`src/rtl/cpu_pkg.sv`:
```
// rtl/cpu_pkg.sv - shared constants and state encoding for the instruction sequencer
package cpu_pkg;

    localparam int IW_DEF  = 16;
    localparam int OPW_DEF = 3;
    localparam int AMW_DEF = 2;

    localparam int AM_IMM = 0;
    localparam int AM_DIR = 1;
    localparam int AM_IND = 2;

    localparam logic [2:0] ST_IDLE   = 3'd0;
    localparam logic [2:0] ST_DECODE = 3'd1;
    localparam logic [2:0] ST_MEM1   = 3'd2;
    localparam logic [2:0] ST_MEM2   = 3'd3;
    localparam logic [2:0] ST_EXEC   = 3'd4;

    typedef enum logic [2:0] {
        IDLE   = ST_IDLE,
        DECODE = ST_DECODE,
        MEM1   = ST_MEM1,
        MEM2   = ST_MEM2,
        EXEC   = ST_EXEC
    } seq_state_t;

endpackage

```
`src/rtl/cpu_instr_seq.sv`:
```
// rtl/cpu_instr_seq.sv - multi-cycle instruction sequencer with operand fetch and retire counter
module cpu_instr_seq
    import cpu_pkg::*;
#(
    parameter int IW   = IW_DEF,
    parameter int OPW  = OPW_DEF,
    parameter int AMW  = AMW_DEF,
    parameter int CNTW = 8,
    localparam int OPNDW = IW - OPW - AMW
) (
    input  logic             clk,
    input  logic             reset,
    input  logic             in_valid,
    output logic             in_ready,
    input  logic [OPW-1:0]   opcode,
    input  logic [AMW-1:0]   AM,
    input  logic [OPNDW-1:0] operand,
    output logic             mem_req,
    output logic [OPNDW-1:0] mem_addr,
    input  logic             mem_ack,
    input  logic [IW-1:0]    mem_rdata,
    output logic             out_valid,
    input  logic             out_ready,
    output logic [IW-1:0]    instrWord,
    output logic             err,
    output logic [CNTW-1:0]  retire_cnt
);

    localparam logic [AMW-1:0] AM_I = AMW'(AM_IMM);
    localparam logic [AMW-1:0] AM_D = AMW'(AM_DIR);
    localparam logic [AMW-1:0] AM_N = AMW'(AM_IND);

    seq_state_t         state;
    seq_state_t         state_n;
    logic [OPW-1:0]     op_r;
    logic [AMW-1:0]     am_r;
    logic [OPNDW-1:0]   opnd_r;
    logic [OPNDW-1:0]   addr_r;
    logic [IW-1:0]      word_r;
    logic [CNTW-1:0]    cnt_r;
    logic               post_reset;
    logic [OPNDW-1:0]   rd_low;
    logic               accept;
    logic               am_legal;
    logic               unused_rdata_hi;

    assign rd_low          = mem_rdata[OPNDW-1:0];
    assign unused_rdata_hi = ^mem_rdata[IW-1:OPNDW];
    assign am_legal        = (am_r == AM_I) || (am_r == AM_D) || (am_r == AM_N);
    assign accept          = in_valid && in_ready;

    // in_ready stays low for the cycle following reset so the first request
    // is never taken while the rest of the pipeline is still coming out of reset.
    always_comb begin
        in_ready  = 1'b0;
        mem_req   = 1'b0;
        out_valid = 1'b0;
        err       = 1'b0;
        if (!reset) begin
            in_ready  = (state == IDLE) && !post_reset;
            mem_req   = (state == MEM1) || (state == MEM2);
            out_valid = (state == EXEC);
            err       = (state == DECODE) && !am_legal;
        end
    end

    always_comb begin
        state_n = state;
        case (state)
            IDLE: begin
                if (accept) begin
                    state_n = DECODE;
                end
            end
            DECODE: begin
                if (am_r == AM_I) begin
                    state_n = EXEC;
                end else if ((am_r == AM_D) || (am_r == AM_N)) begin
                    state_n = MEM1;
                end else begin
                    state_n = IDLE;
                end
            end
            MEM1: begin
                if (mem_ack) begin
                    state_n = (am_r == AM_D) ? EXEC : MEM2;
                end
            end
            MEM2: begin
                if (mem_ack) begin
                    state_n = EXEC;
                end
            end
            EXEC: begin
                if (out_ready) begin
                    state_n = IDLE;
                end
            end
            default: state_n = IDLE;
        endcase
    end

    always_ff @(posedge clk) begin
        if (reset) begin
            state      <= IDLE;
            op_r       <= '0;
            am_r       <= '0;
            opnd_r     <= '0;
            addr_r     <= '0;
            word_r     <= '0;
            cnt_r      <= '0;
            post_reset <= 1'b1;
        end else begin
            state      <= state_n;
            post_reset <= 1'b0;
            case (state)
                IDLE: begin
                    if (accept) begin
                        op_r   <= opcode;
                        am_r   <= AM;
                        opnd_r <= operand;
                    end
                end
                DECODE: begin
                    if (am_r == AM_I) begin
                        word_r <= {op_r, am_r, opnd_r};
                    end else if ((am_r == AM_D) || (am_r == AM_N)) begin
                        addr_r <= opnd_r;
                    end
                end
                // Indirect mode reuses the address register for the pointer,
                // so mem_addr changes while mem_req stays asserted.
                MEM1: begin
                    if (mem_ack) begin
                        if (am_r == AM_D) begin
                            word_r <= {op_r, am_r, rd_low};
                        end else begin
                            addr_r <= rd_low;
                        end
                    end
                end
                MEM2: begin
                    if (mem_ack) begin
                        word_r <= {op_r, am_r, rd_low};
                    end
                end
                EXEC: begin
                    if (out_ready) begin
                        cnt_r <= cnt_r + 1'b1;
                    end
                end
                default: ;
            endcase
        end
    end

    assign mem_addr   = addr_r;
    assign instrWord  = word_r;
    assign retire_cnt = cnt_r;

endmodule

```
`config.mk`:
```
export PLATFORM = sky130hd
export DESIGN_NAME = cpu_instr_seq
export DESIGN_NICKNAME = d
export VERILOG_FILES = /design/src/rtl/cpu_pkg.sv /design/src/rtl/cpu_instr_seq.sv
export SDC_FILE = /design/constraint.sdc
export NUM_CORES = 1
export LEC_CHECK = 0
export BUFFER_PORTS_ARGS = -buffer_cell sky130_fd_sc_hd__buf_2
export CORE_MARGIN = 2
export CORE_UTILIZATION = 43
export CTS_CLUSTER_DIAMETER = 120
export CTS_CLUSTER_SIZE = 10
export DETAILED_ROUTE_END_ITERATION = 6
export PLACE_DENSITY = 0.69
export SLEW_MARGIN = 10
export SYNTH_ARGS = -nofsm -noshare
export SYNTH_HDL_FRONTEND = slang
export SYNTH_SLANG_ARGS = --single-unit
```
`constraint.sdc`:
```
create_clock -name clk -period 3.3 [get_ports clk]
set_input_delay 0.33 -clock clk [delete_from_list [all_inputs] [get_ports clk]]
set_output_delay 0.33 -clock clk [all_outputs]
set_load 0.01 [all_outputs]
```
==> flow_summary.ini <==
[place]
hpwl_mm = 3.548
place.gp.congestion = 0.7066
port_buffers = 70
dp_cells = 384
placed_cell_area_um2 = 2825

[sta]
max_slew_margin = 0.4822
post-route-min-period_ps = 2131
fmax_mhz = 469.3
fin_crit_sh = 0.6457
clock-skew-final_ps = 6.622
drv_slew = 0
rsz0062_at_grt = no
hold_viol_final = 0
setup_viol = 0
tightest_slew_ps = 775.9
final.setup.tns_ps = 0

[clocking]
cts_resized = 0
clock_path_buffers = 2
clk_latency_ps = 310
cts_max_level = 2
hold_buffers = 0
cts_tree = built
cts_sinks = 55
cts.clk_slew.worst_paths_ps = 100
cts_root_buffer = clkbuf_8
cts_setup_buffers = 0
cts_buffers = 5

[global_route]
track_usage = 0.1675
grt_max_degree = 40
grt-ovfl-total = 0
grt_pass1_wl_mm = 8.411
grt_pass1_vias = 1866
antenna_found_initial = 0

[cells_and_area]
fin_util = 0.5358
syn_to_final_growth_pct = 19.70
diodes = 0
multi_input_area_um2 = 1255
final_nets = 360
fill_cells = 545
design_area_um2 = 2950
regArea_um2 = 1101
drive_gt1_frac = 0.2844
final_cells = 392

[power]
power_density_nw_per_um2 = 435.6
power.leakage_nw = 1.254
power_w = 0.001285
peakVddDrop_mv = 0.2312

[logic_synthesis]
synth_most_common_cell = dfxtp_1
synthArstFlopShare = 0
ys_types = 36
synth.cell_area_um2 = 2465
avgSynthCellArea_um2 = 9.554
ys_top_cells_by_area = dfxtp_1 45%, mux2i_1 17%, nor2_1 7.2%, a211oi_1 3.7%, or3_1 2.8%
ys_seq_elements = 55
ys.flop_type = dfxtp_1
synth_top_cell_by_area = dfxtp_1
synth_edf_count = 0
yosysSeqAreaShare = 0.4467
synth_nets = 299
yosysWarnings = 0
synth_cells = 258
synth_commonest_cells = 55 x dfxtp_1, 47 x nor2_1, 43 x mux2i_1
yosys.area.top_type_share = 0.4467

[floorplan]
fp.dieH_um = 79.71
core_um2 = 5507
ioPinCount = 76
start_util = 0.4476
fp.dieW_um = 79.71
die_area_um2 = 6354
num_rows = 27

[worst_setup_path]
required_ps = 3530
worst-path-max-fanout = 18
crit_path_end_kind = register
arrival_ps = 2360
crit_type = reg -> reg
crit_path_start_kind = register

[hold_path]
min_path_type = in -> reg

[route]
first_pass_iters = 4
remaining_drc_errors = 0
finalWirelength_mm = 5.082
routed_via_density = 5.066
detail_route.wl_per_cell_um = 12.96
drt_iter0_drc = 87
vias = 1986
antenna_left = 0

[run]
cap_viol_max_count = 0

[run_status]
status = finished clean
## flip-flops by register name, summed over array words and instances (netlist names)
signal      flops
am_r            2
instrWord      16
mem_addr       11
op_r            3
opnd_r         11
post_reset      1
retire_cnt      8
state           3
## power breakdown
| group | internal, W | switching (W) |
|---|---|---|
| combinational | 0.0000585 | 0.0000722 |
| clock | 0.000230 | 0.000224 |
| sequential | 0.000684 | 0.0000169 |
| total | 0.000972 | 0.000313 |
## routing by layer
layer	vias to the layer above	track usage	wire [um]
li1	1023	-	-
met1	909	0.2162	2397
met2	48	0.2756	2341
met3	6	0.04299	288
met4	0	0.04828	54
met5	-	0	0
## worst paths after layout
| path | from | end | slack, ps | cells after the start |
|---|---|---|---|---|
| min reg2reg | mem_addr[7]$_SDFFE_PP0P_ | mem_addr[7]$_SDFFE_PP0P_ | 480 | 2 |
| max reg2reg | am_r[0]$_SDFFE_PP0P_ | instrWord[10]$_SDFFE_PP0P_ | 1170 | 6 |
| min | opcode[1] | op_r[1]$_SDFFE_PP0P_ | 250 | 3 |
| max | am_r[0]$_SDFFE_PP0P_ | instrWord[10]$_SDFFE_PP0P_ | 1170 | 6 |
## metrics by stage
stage               hold slack (ps)  setup WS [ps]
CTS                           240.7          790.5
floorplan                     357.7           1611
global route                  248.6          980.7
finish                        251.8           1169
detailed placement            463.0          807.0
global placement              454.8          986.7
## kinds of logic after synthesis
logic type | count (synthesis) | share of synthesized area
XOR/XNOR | 7 | 0.02487
AO/OA/AOI/OAI | 39 | 0.09493
adder cells (fa/ha/maj) | 4 | 0.02031
buffers and inverters | 23 | 0.05025
flip-flops | 55 | 0.4467
AND/OR/NAND/NOR | 87 | 0.1883
multiplexers | 43 | 0.1746
## worst max-delay path, cell delays in order (launching register included)
cell and delay [ps]:
dfxtp_1 420, ha_1 240, nand3_1 110, a31oi_2 670, buf_4 340, nor2_1 60
a211oi_1 210
## layout by cell type, fill, tap and decap left out, types with 2 or more instances in the layout
master / synthesis / routed
mux2i_1: 43 / 43
xnor2_1: 4 / 4
dfxtp_1: 55 / 55
nor3_1: 4 / 4
nand4_1: 2 / 2
buf_4: 3 / 3
buf_2: 3 / 70
xor2_1: 3 / 3
ha_1: 4 / 4
nor2_1: 47 / 46
and4bb_1: 2 / 2
or3_1: 11 / 11
clkbuf_8: 0 / 5
a21oi_1: 12 / 12
nand2_1: 6 / 6
a211oi_1: 12 / 12
inv_1: 3 / 3
o21ai_0: 12 / 12
nand3_1: 3 / 3
## final cells by class
class,count,area share
Inverter,4,0.005089
Timing Repair Buffer,73,0.1264
Multi-Input combinational cell,180,0.4254
Tap cell,72,0.03053
Clock buffer,5,0.02332
Sequential cell,55,0.3732
Clock inverter,3,0.01612
Power figures use the tool's default switching activity.
